$ cat src/rtl/pattern_shifter_pkg.sv
// Shared types and constants for the pattern shifter: mode encoding,
// direction constants and the reset-pattern helper.
package pattern_shifter_pkg;

  typedef enum logic [1:0] {
    ROTATE = 2'b00,
    BOUNCE = 2'b01,
    FILL   = 2'b10,
    HOLD   = 2'b11
  } mode_t;

  localparam logic DIR_RIGHT = 1'b0;
  localparam logic DIR_LEFT  = 1'b1;

  // Widest register the reset-pattern helper can describe.
  localparam int MAX_WIDTH = 256;

  function automatic logic [MAX_WIDTH-1:0] msb_only(input int width);
    logic [MAX_WIDTH-1:0] one;
    one = {{(MAX_WIDTH-1){1'b0}}, 1'b1};
    return one << (width - 1);
  endfunction

endpackage

$ cat src/rtl/pattern_shifter_prescaler.sv
// Step prescaler: emits a one-cycle tick every PRESCALE enabled clocks.
// The count freezes while enable is low.
module step_prescaler #(
  parameter int PRESCALE = 1
) (
  input  logic clk,
  input  logic reset,
  input  logic enable,
  output logic tick
);

  localparam int CW = (PRESCALE > 1) ? $clog2(PRESCALE) : 1;
  localparam logic [CW-1:0] LAST = CW'(PRESCALE - 1);

  logic [CW-1:0] count_reg;
  logic [CW-1:0] count_next;

  assign tick = enable && (count_reg == LAST);

  always_comb begin
    count_next = count_reg;
    if (enable) begin
      count_next = tick ? '0 : count_reg + 1'b1;
    end
  end

  always_ff @(posedge clk) begin
    if (!reset) begin
      count_reg <= '0;
    end else begin
      count_reg <= count_next;
    end
  end

endmodule

$ cat src/rtl/pattern_shifter.sv
// Pattern shift register with prescaled stepping, edge-detected direction
// toggle, parallel load and ROTATE/BOUNCE/FILL/HOLD modes.
// Define PATTERN_SHIFTER_BOUNCE_EN to enable BOUNCE; otherwise mode 01 rotates.
module pattern_shifter
  import pattern_shifter_pkg::*;
#(
  parameter int WIDTH    = 32,
  parameter int PRESCALE = 1
) (
  input  logic             clk,
  input  logic             reset,
  input  logic             enable,
  input  logic             toggle_dir,
  input  logic [1:0]       mode,
  input  logic             load,
  input  logic [WIDTH-1:0] load_value,
  output logic [WIDTH-1:0] register_value,
  output logic             dir,
  output logic             step,
  output logic             wrap
);

  localparam logic [MAX_WIDTH-1:0] RESET_FULL    = msb_only(WIDTH);
  localparam logic [WIDTH-1:0]     RESET_PATTERN = RESET_FULL[WIDTH-1:0];

  logic [WIDTH-1:0] value_reg, value_next;
  logic             dir_reg, dir_next;
  logic             step_reg, step_next;
  logic             wrap_reg, wrap_next;
  logic             t_q_reg;
  logic             tick;
  logic             presc_reset;
  logic             toggle_edge;
  logic             end_bit;
  mode_t            mode_sel;

  logic [WIDTH-1:0] rot_right, rot_left, rot_value;
  logic [WIDTH-1:0] fill_right, fill_left;

  // A load restarts the step period, so it also clears the prescaler.
  assign presc_reset = reset & ~load;

  step_prescaler #(.PRESCALE(PRESCALE)) u_prescaler (
    .clk    (clk),
    .reset  (presc_reset),
    .enable (enable),
    .tick   (tick)
  );

  genvar gi;
  generate
    for (gi = 0; gi < WIDTH; gi++) begin : g_rot
      assign rot_right[gi] = value_reg[(gi + 1) % WIDTH];
      assign rot_left[gi]  = value_reg[(gi + WIDTH - 1) % WIDTH];
    end
  endgenerate

  assign fill_right  = {1'b1, value_reg[WIDTH-1:1]};
  assign fill_left   = {value_reg[WIDTH-2:0], 1'b1};
  assign mode_sel    = mode_t'(mode);
  assign toggle_edge = toggle_dir & ~t_q_reg;
  // Bit at the end we are travelling toward: the one that leaves on rotate.
  assign end_bit     = (dir_reg == DIR_LEFT) ? value_reg[WIDTH-1] : value_reg[0];
  assign rot_value   = (dir_reg == DIR_LEFT) ? rot_left : rot_right;

`ifdef PATTERN_SHIFTER_BOUNCE_EN
  logic [WIDTH-1:0] shr, shl;
  assign shr = value_reg >> 1;
  assign shl = value_reg << 1;
`endif

  always_comb begin
    value_next = value_reg;
    dir_next   = dir_reg ^ toggle_edge;
    step_next  = 1'b0;
    wrap_next  = 1'b0;
    if (load) begin
      value_next = load_value;
    end else if (tick) begin
      case (mode_sel)
        ROTATE: begin
          value_next = rot_value;
          step_next  = 1'b1;
          wrap_next  = end_bit;
        end
        BOUNCE: begin
          step_next = 1'b1;
`ifdef PATTERN_SHIFTER_BOUNCE_EN
          if (end_bit) begin
            // Reversal first, then any toggle edge on top of it.
            dir_next   = ~dir_reg ^ toggle_edge;
            value_next = (dir_reg == DIR_LEFT) ? shr : shl;
            wrap_next  = 1'b1;
          end else begin
            value_next = (dir_reg == DIR_LEFT) ? shl : shr;
          end
`else
          value_next = rot_value;
          wrap_next  = end_bit;
`endif
        end
        FILL: begin
          step_next = 1'b1;
          if (&value_reg) begin
            value_next = '0;
            wrap_next  = 1'b1;
          end else begin
            value_next = (dir_reg == DIR_LEFT) ? fill_left : fill_right;
          end
        end
        HOLD: begin
          value_next = value_reg;
        end
      endcase
    end
  end

  always_ff @(posedge clk) begin
    if (!reset) begin
      value_reg <= RESET_PATTERN;
      dir_reg   <= DIR_RIGHT;
      step_reg  <= 1'b0;
      wrap_reg  <= 1'b0;
      t_q_reg   <= 1'b0;
    end else begin
      value_reg <= value_next;
      dir_reg   <= dir_next;
      step_reg  <= step_next;
      wrap_reg  <= wrap_next;
      t_q_reg   <= toggle_dir;
    end
  end

  assign register_value = value_reg;
  assign dir            = dir_reg;
  assign step           = step_reg;
  assign wrap           = wrap_reg;

endmodule

$ cat config.mk
export PLATFORM = sky130hd
export DESIGN_NAME = pattern_shifter
export DESIGN_NICKNAME = d
export VERILOG_FILES = /design/src/rtl/pattern_shifter_pkg.sv /design/src/rtl/pattern_shifter_prescaler.sv /design/src/rtl/pattern_shifter.sv
export SDC_FILE = /design/constraint.sdc
export NUM_CORES = 1
export LEC_CHECK = 0
export CAP_MARGIN = 15
export CORE_UTILIZATION = 25
export CTS_BUF_LIST = sky130_fd_sc_hd__clkbuf_2 sky130_fd_sc_hd__clkbuf_4 sky130_fd_sc_hd__clkbuf_8
export DETAILED_ROUTE_END_ITERATION = 16
export DONT_BUFFER_PORTS = 1
export GPL_TIMING_DRIVEN = 0
export HOLD_SLACK_MARGIN = 0.1
export SLEW_MARGIN = 15
export SYNTH_ARGS = -nofsm -noshare
export SYNTH_HDL_FRONTEND = slang
export SYNTH_SLANG_ARGS = --single-unit
$ cat constraint.sdc
create_clock -name clk -period 1.65 [get_ports clk]
set_input_delay 0.2475 -clock clk [delete_from_list [all_inputs] [get_ports clk]]
set_output_delay 0.2475 -clock clk [all_outputs]
set_load 0.02 [all_outputs]
==> flow_metrics.tcl <==
set metrics [dict create \
    status "complete, but fails checks" \
    violations "negative setup slack" \
    antenna_found_initial 0 \
    path_cells "nand4_1, or4_4, or3_1, a21o_1" \
    avgSynthCellArea_um2 8.865 \
    post-route-util 0.3114 \
    insertion_delay_ns 0.29 \
    slowest_stage "or4_4" \
    synth_top_family_by_area "compound AO/OA/AOI/OAI gates" \
    path_class "flip-flop to flip-flop" \
    worst_pin_slew_ns 0.5441 \
    drtIter0Drc 123 \
    post_route_cells_drive_above_1_share 0.2407 \
    setup_viol 32 \
    yosysWarnings 0 \
    ys.flop_type "dfxtp_1" \
    die_area_um2 8303 \
    grt_pass1_vias 1832 \
    period_needed_ns 1.842 \
    htree_levels 2 \
    crit_arrival_ns 2.02 \
    crit_fanout 6 \
    critical_path.endpoint "register_value[31]" \
    fill_cells 830 \
    leakage_nw 0.7237 \
    post-route-period-util 1.116 \
    holdWs_ns 0.1084 \
    finalHoldViolCount 0 \
    p_per_area_nw_per_um2 1012 \
    grt_pass1_wl_um 9915 \
    grt_setup_unrepaired "true" \
    drv_slew 0 \
    cts_tree "yes" \
    reg2reg_from "register_value[23]" \
    synth-compound-area-share 0.3661 \
    antennaDiodeCount 0 \
    pin_count 74 \
    start_kind "flip-flop" \
    grt_max_degree 12 \
    port_buffers 0 \
    initial_core_util 0.2583 \
    fp.dieH_um 91.12 \
    gp_congestion 0.8131 \
    core_um2 7687 \
    crit_path_end_kind "flip-flop" \
    clock.fmax_mhz 543.0 \
    synth_area_um2 1986 \
    slowest_delay_ns 0.57 \
    cts_made_buffers 5 \
    die_x_um 91.12 \
    largest_reg_flops 32 \
    reg2reg_to "register_value[31]" \
    required_ns 1.83 \
    postSynthRegisterBits 37 \
    via_per_inst 5.522 \
    yosys.cell_types.count 34 \
    ff2ff_path_depth 4 \
    gr-total-overflow 0 \
    synthMuxAreaShare 0.005041 \
    rows 32 \
    syn_nets 263 \
    ir_worst_vdd_mv 0.2809 \
    setup_ws_ns -0.1917 \
    synthXorXnorAreaFrac 0.004411 \
    r2r_setup_slack_ns -0.19 \
    vias 1894 \
    wl_per_cell_um 18.11 \
    holdCritPathClass "input pin to flip-flop" \
    grtUsageTotal 0.1513 \
    drv_cap 0 \
    cts_num_sinks 37 \
    syn2layout_area_growth_pct 20.54 \
    synth_edf_count 0 \
    max-slew-margin-rel 0.6373 \
    synthArstFlopShare 0 \
    cts.clk_slew.worst_paths_ns 0.08 \
    cp-startpoint "register_value[23]" \
    clockBufferDepth 2 \
    yosys.area_share.simple 0.1972 \
    drtAntennaViolNets 0 \
    hpwl_um 4499 \
    root_buffer "clkbuf_8" \
    cts_setup_buffers 0 \
    syn_inst 224 \
    synth_fa_ha_area_frac 0 \
    first_pass_iters 4 \
    drc 0 \
    drt_wl_total_um 6211 \
    skew_ns 0.003442 \
    ys_seq_area_frac 0.3730 \
    final_net_count 279 \
]
routing by layer:
metal / track usage / part of all wire / routed length (um) / up-vias
met5: 0 / 0 / 0 / -
met4: 0.03968 / 0.012 / 77 / 0
met3: 0.06365 / 0.086 / 532 / 8
met2: 0.2367 / 0.46 / 2835 / 66
met1: 0.1905 / 0.45 / 2766 / 902
li1: - / - / - / 918
through the flow:
stage | power [mW] | setup TNS [ns] | cell area, um^2 | instances | setup slack [ns]
2_1_floorplan | 1.453 | -0.02316 | 2037 | 224 | -0.02043
3_3_place_gp | 1.561 | -11.15 | 2165 | 326 | -0.3947
3_5_place_dp | 1.567 | -11.92 | 2165 | 326 | -0.4384
4_1_cts | 2.449 | -5.522 | 2385 | 343 | -0.1914
5_1_grt | 2.545 | -7.670 | 2394 | 343 | -0.2528
6_report | 2.423 | -5.036 | 2394 | 343 | -0.1917
how the worst min path moves through the flow:
stage	depth (start not counted)	slack, ns	to	from
after floorplan	1	0.32	u_prescaler.count_reg	enable
after global placement	1	0.33	u_prescaler.count_reg	enable
after detailed placement	1	0.33	u_prescaler.count_reg	enable
after CTS	2	0.10	register_value[27]	load_value[27]
after global routing	2	0.10	register_value[28]	load_value[28]
final	2	0.11	register_value[27]	load_value[27]
synth_stat cells (all sizes together), types with 2 or more instances:
cell type | instances | area share
nor3 | 3 | 0.0076
a22oi | 30 | 0.11
or2 | 2 | 0.0063
or3 | 2 | 0.0063
nand4 | 8 | 0.025
o221ai | 30 | 0.13
a21oi | 2 | 0.0050
clkbuf | 13 | 0.025
inv | 2 | 0.0038
nand2 | 3 | 0.0057
dfxtp | 37 | 0.37
buf | 7 | 0.026
and2 | 4 | 0.013
nor2b | 3 | 0.0095
nand2b | 33 | 0.10
o21ai | 31 | 0.086
power breakdown:
| group | switching [mW] | leakage [nW] | internal (mW) |
|---|---|---|---|
| Clock | 0.337 | 0.0619 | 0.510 |
| Combinational | 0.202 | 0.345 | 0.182 |
| Sequential | 0.214 | 0.317 | 0.978 |
| Total | 0.754 | 0.724 | 1.67 |
kinds of logic after synthesis:
logic type | after synthesis
compound gates | 99
simple gates | 64
flops | 37
buf+inv | 22
xor+xnor | 1
mux | 1
cells in the final DEF (no fill, tap or decap), drive strengths merged:
master,netlist,routed
nor3b,1,1
nor3,3,3
nand3,1,1
or3,2,2
nor2,1,1
a21o,1,1
o221ai,30,30
or2,2,2
inv,2,2
nand4,8,8
dfxtp,37,37
o21ai,31,31
nand2b,33,33
nor2b,3,3
and3,1,1
bufinv,0,1
a21oi,2,2
o311ai,1,1
nor4,1,1
or4,1,1
nand2,3,3
xnor2,1,1
a211oi,1,1
and2,4,4
a22oi,30,30
dlygate4sd3,0,9
mux2i,1,1
clkbuf,13,20
a21boi,1,1
a31oi,1,1
o31ai,1,1
buf,7,7
cell type report:
| class | count | area, um^2 | share of cell area |
|---|---|---|---|
| Clock inverter | 1 | 30.03 | 0.01255 |
| Inverter | 2 | 7.507 | 0.003136 |
| Buffer | 20 | 107.6 | 0.04496 |
| Timing Repair Buffer | 9 | 90.09 | 0.03764 |
| Clock buffer | 7 | 90.09 | 0.03764 |
| Tap cell | 102 | 127.6 | 0.05332 |
| Sequential cell | 37 | 797.0 | 0.3330 |
| Multi-Input combinational cell | 165 | 1144 | 0.4778 |
repair_timing:
action                     4_1_cts  5_1_grt
resized for setup               19       14
setup endpoints to repair       33       33
hold buffers                     9        0
hold endpoints to repair        10        0
gates cloned                     0        0
critical path: cells and delay by family, from the launching register on:
family,cells,cell delay (ns)
and+or+nand+nor,3,1.13
AOI/OAI and AO/OA,1,0.18
DFF,1,0.43
(Power assumes the default switching activity.)
